<file path="config.mk">
export PLATFORM = sky130hd
export DESIGN_NAME = sw_debounce8
export DESIGN_NICKNAME = d
export VERILOG_FILES = /design/src/rtl/sw_debounce8.sv
export SDC_FILE = /design/constraint.sdc
export NUM_CORES = 1
export LEC_CHECK = 0
export ABC_AREA = 1
export ABC_CLOCK_PERIOD_IN_PS = 1260
export CORE_AREA = 3 3 140 142
export CTS_CLUSTER_DIAMETER = 100
export DETAILED_ROUTE_END_ITERATION = 7
export DIE_AREA = 0 0 143 145
export HOLD_SLACK_MARGIN = 0.06
export PLACE_DENSITY_LB_ADDON = 0.1
export SETUP_SLACK_MARGIN = 0.1
export SYNTH_ARGS = -nofsm -noshare
export SYNTH_HDL_FRONTEND = slang
export SYNTH_SLANG_ARGS = --single-unit
</file>
<file path="constraint.sdc">
create_clock -name clk -period 1.26 [get_ports clk]
set_input_delay 0.126 -clock clk [delete_from_list [all_inputs] [get_ports clk]]
set_output_delay 0.126 -clock clk [all_outputs]
set_load 0.05 [all_outputs]
</file>
<file path="src/rtl/sw_debounce8.sv">
// -----------------------------------------------------------------------------
// sw_debounce8
//
// Eight-channel switch debouncer that feeds a downstream 8-to-3 priority
// encoder. Each raw switch bit is brought into the clk domain with a two-flop
// synchronizer. It then gets its own stability counter. The debounced level x[i]
// only follows the synchronized level once that level has disagreed with x[i]
// for STABLE_CYCLES consecutive cycles. Any cycle of agreement restarts the
// count, so bounces shorter than STABLE_CYCLES never reach x.
//
// Parameters
//   STABLE_CYCLES  consecutive disagreeing cycles needed to update x (2..65535)
//   CNT_W          counter width, 2**CNT_W must exceed STABLE_CYCLES
//
// Ports
//   clk    in   1  single clock, rising-edge
//   rst_n  in   1  asynchronous active-low reset
//   sw_in  in   8  raw, asynchronous, possibly bouncing switch levels
//   x      out  8  debounced, synchronized levels (encoder request vector)
//   en     out  1  OR of x (encoder enable), no added latency
//   rise   out  8  registered one-cycle pulse per bit on a debounced 0->1
//   fall   out  8  registered one-cycle pulse per bit on a debounced 1->0
//   chg    out  1  one-cycle pulse whenever any bit of x changes
// -----------------------------------------------------------------------------
module sw_debounce8 #(
    parameter int unsigned STABLE_CYCLES = 4,
    parameter int unsigned CNT_W         = 16
) (
    input  logic       clk,
    input  logic       rst_n,
    input  logic [7:0] sw_in,
    output logic [7:0] x,
    output logic       en,
    output logic [7:0] rise,
    output logic [7:0] fall,
    output logic       chg
);

    // Terminal count. Reaching it while still disagreeing commits the new
    // level on that same edge, so the counter never goes past this value.
    localparam logic [CNT_W-1:0] CNT_LAST = CNT_W'(STABLE_CYCLES - 1);

    // Synchronizer stages
    logic [7:0]       s1_q;
    logic [7:0]       s2_q;

    // Debounced state and edge pulses
    logic [7:0]       x_q;
    logic [7:0]       x_d;
    logic [7:0]       rise_q;
    logic [7:0]       rise_d;
    logic [7:0]       fall_q;
    logic [7:0]       fall_d;

    // Per-bit stability counters
    logic [CNT_W-1:0] cnt_q [8];
    logic [CNT_W-1:0] cnt_d [8];

    // -------------------------------------------------------------------------
    // Per-bit next-state logic. Bits are fully independent: each one only
    // looks at its own synchronized input, its own x and its own counter.
    // -------------------------------------------------------------------------
    generate
        for (genvar gi = 0; gi < 8; gi++) begin : g_bit
            logic disagree;
            logic commit;

            assign disagree = s2_q[gi] ^ x_q[gi];
            assign commit   = disagree && (cnt_q[gi] == CNT_LAST);

            // Agreement (IDLE) or a commit both leave the counter at zero.
            assign cnt_d[gi]  = (!disagree || commit) ? '0 : cnt_q[gi] + CNT_W'(1);
            assign x_d[gi]    = commit ? s2_q[gi] : x_q[gi];

            // The pulses are registered alongside x, so they line up with the
            // first cycle in which x shows the new value.
            assign rise_d[gi] = commit &  s2_q[gi];
            assign fall_d[gi] = commit & ~s2_q[gi];
        end
    endgenerate

    // -------------------------------------------------------------------------
    // State registers
    // -------------------------------------------------------------------------
    always_ff @(posedge clk or negedge rst_n) begin
        if (!rst_n) begin
            s1_q   <= '0;
            s2_q   <= '0;
            x_q    <= '0;
            rise_q <= '0;
            fall_q <= '0;
            for (int i = 0; i < 8; i++) begin
                cnt_q[i] <= '0;
            end
        end else begin
            s1_q   <= sw_in;
            s2_q   <= s1_q;
            x_q    <= x_d;
            rise_q <= rise_d;
            fall_q <= fall_d;
            for (int i = 0; i < 8; i++) begin
                cnt_q[i] <= cnt_d[i];
            end
        end
    end

    // -------------------------------------------------------------------------
    // Outputs. en and chg are pure OR-reductions of registers, so they are
    // glitch-free and carry no extra cycle of latency. Reset clears all of
    // the registers, so releasing it cannot create a pulse.
    // -------------------------------------------------------------------------
    assign x    = x_q;
    assign rise = rise_q;
    assign fall = fall_q;
    assign en   = |x_q;
    assign chg  = |(rise_q | fall_q);

endmodule

</file>
==> flow_summary_export.csv <==
group,metric,value,unit
status,status,"complete, but fails checks",
status,violations,"negative setup slack",
sta,min_period,1.68,ns
global_route,grt_pass1_vias,8651,
synth,syn_nets,1201,
critical_path,cp-start-kind,"flip-flop",
sta,post-route-period-util,1.33,
critical_path,crit_chain,"nor4_2, buf_4, nand3b_1, buf_6",
routing,drt-initial-drc-count,465,
final_layout,final_cell_mix,"nand2_1 (219), buf_4 (169), dfrtp_1 (127)",
synth,synth_area_leaders,"dfrtp_1 (46%), nand2_1 (11%), nor2_1 (10%)",
critical_path,cpMaxStageDelayCell,"dfrtp_2",
sta,hold_viol,0,
critical_path,reg2reg_depth,7,
global_route,grt_pass1_wl,40200,um
final_layout,stdcell_count,1715,
placement,hpwl,15700,um
job,max-cap-violations,0,
clock_tree,clkTransAtPathRegs,0.07,ns
sta,slew_headroom,0.667,
sta,final.setup.tns,-6.86,ns
synth,synth_top_area_frac,0.458,
die,core-area,18600,um2
synth,synth_area_leader_cell,"dfrtp_1",
sta,max_freq,0.595,GHz
critical_path,worst_path_dominant_cell_family,"flip-flops",
placement,dp_slack,-0.0522,ns
critical_path,timing.critical_path.to_type,"output pin",
power,p_leak,6.05,nW
die,num_rows,50,
final_layout,syn2layout_area_growth,58.3,%
synth,yosysSeqAreaShare,0.458,
worst_hold_path,holdCritPathClass,"in -> async",
critical_path,max_stage_delay,0.41,ns
clock_tree,clock_path_buffers,2,
clock_tree,worstSkewPairLatency,0.43,ns
synth,synth-seq-cells,168,
placement,place_area,11600,um2
die,initial_utilization,0.494,
synth,yosys.cell_types.count,27,
synth,synth_warnings,0,
sta,clock_skew,0.00983,ns
die,dieHeight,145,um
power,powerDensity,1370,nW/um2
clock_tree,cts_buffers,17,
global_route,antenna_found_initial,0,
routing,drc,0,
sta,rsz0062_at_grt,"yes",
synth,synth_area_per_cell,7.76,um2
placement,gp_congestion,0.895,
final_layout,nets,1486,
routing,drtAntennaViolNets,0,
final_layout,drive_above_1_share,0.496,
die,die_w,143,um
die,die_area,20700,um2
routing,viasPerCell,5.18,
final_layout,final_common_cell,"nand2_1",
sta,slew_violations,0,
power,peakVddDrop,1.13,mV
final_layout,post-route-util,0.782,
global_route,grt.total_usage,0.235,
die,pin_count,36,
final_layout,design_area,14500,um2
clock_tree,cts_tree,"yes",
global_route,grt_overflow,0,
critical_path,crit_fanout,2,
critical_path,cp_num_cells,4,
sta,worst-slew-pin-transition,0.499,ns
synth,postSynthCellCount,1183,
sta,setup_slack,-0.421,ns
critical_path,path_buf_inv,2,
placement,dp.cells,1617,
synth,syn_area,9180,um2
clock_tree,clock_sinks,168,
routing,drtPass1Iterations,5,
routing,wire_per_inst,15.1,um
clock_tree,htree_num_levels,4,
clock_tree,cts_root_buffer,"clkbuf_16",
placement,port_buffers,35,
critical_path,worstPathRequired,1.13,ns
critical_path,critPathKind,"reg -> out",
global_route,grt_max_degree,49,
final_layout,antennaDiodeCount,0,
routing,vias,8886,
critical_path,arrival,1.56,ns
routing,totalWireLength,25900,um
sta,finalSetupViolations,114,
[worst paths after layout]
| check | endpoint | from | slack (ns) |
|---|---|---|---|
| hold / removal | cnt_q[67] | rst_n | 0.09 |
| max in group asynchronous | cnt_q[2] | rst_n | 0.65 |
| setup reg to reg | cnt_q[106] | cnt_q[96] | -0.10 |
| hold reg to reg | s2_q[5] | s1_q[5] | 0.35 |
| min in group clk | s1_q[2] | sw_in[2] | 0.13 |
| setup / recovery | chg | rise[5] | -0.42 |
[state kept, by name, summed over array words and instances, names as in the netlist]
name / count
cnt_q: 128
fall: 8
rise: 8
s1_q: 8
s2_q: 8
x: 8
[Yosys cell counts]
| cell | n |
|---|---|
| nand2_1 | 267 |
| nor2_1 | 252 |
| dfrtp_1 | 168 |
| inv_1 | 123 |
| nand3_1 | 66 |
| nand4_1 | 64 |
| nor2_2 | 44 |
| xor2_1 | 42 |
| nand2_2 | 26 |
| o21ai_1 | 23 |
| nor2_4 | 15 |
| o21bai_1 | 13 |
| xnor2_1 | 12 |
| nand3_2 | 11 |
| nor3_1 | 11 |
| inv_2 | 9 |
| ha_1 | 8 |
| o21ai_0 | 7 |
| buf_6 | 5 |
| nand2_4 | 4 |
| nor4_1 | 4 |
| or2_1 | 4 |
| buf_12 | 1 |
| buf_4 | 1 |
| buf_8 | 1 |
| nand3b_1 | 1 |
| or2_2 | 1 |
[cell type report]
cell class	count	area, um2
fillers	1167	4050
inverters	132	503
multi-input cells	878	6120
well taps	234	293
repair buffers	271	2760
clock inverters	11	145
flip-flops and latches	168	4260
clock buffers	21	450
[metal layers]
metal	GRT usage	share of wire
met5	0	0
met4	0.0703	0.023
met3	0.0412	0.036
met2	0.394	0.53
met1	0.310	0.41
[per-stage QoR]
step / total power [W] / hold slack [ns]
4_1_cts: 0.0190 / 0.0858
3_5_place_dp: 0.0118 / -0.0297
6_report: 0.0199 / 0.0892
2_1_floorplan: 0.00932 / -0.170
3_3_place_gp: 0.0117 / -0.0293
5_1_grt: 0.0207 / 0.0900
[what timing repair did]
| item | in CTS | in global routing |
|---|---|---|
| hold endpoints to repair | 168 | 0 |
| buffers inserted | 32 | 35 |
| endpoints found under the setup margin | 162 | 173 |
| gates cloned | 7 | 0 |
| hold buffers | 1 | 0 |
| gates resized for setup | 205 | 304 |
| pin swaps | 82 | 119 |
[power breakdown]
| group | internal (W) | total [W] | switching [W] | leakage (nW) |
|---|---|---|---|---|
| Clock | 0.00317 | 0.00537 | 0.00220 | 0.284 |
| Sequential | 0.00586 | 0.00644 | 0.000585 | 2.22 |
| Combinational | 0.00358 | 0.00806 | 0.00447 | 3.55 |
[logic make-up (layout without fill, tap and decap cells)]
kind of cell    count (synthesis)  in the layout  share of synthesized area
xor+xnor                       54             54                     0.0515
simple gates                  770            773                      0.388
fa+ha+maj                       8              8                     0.0109
compound gates                 43             43                     0.0270
buf+inv                       140            435                     0.0647
flops                         168            168                      0.458
(Power assumes the default switching activity.)
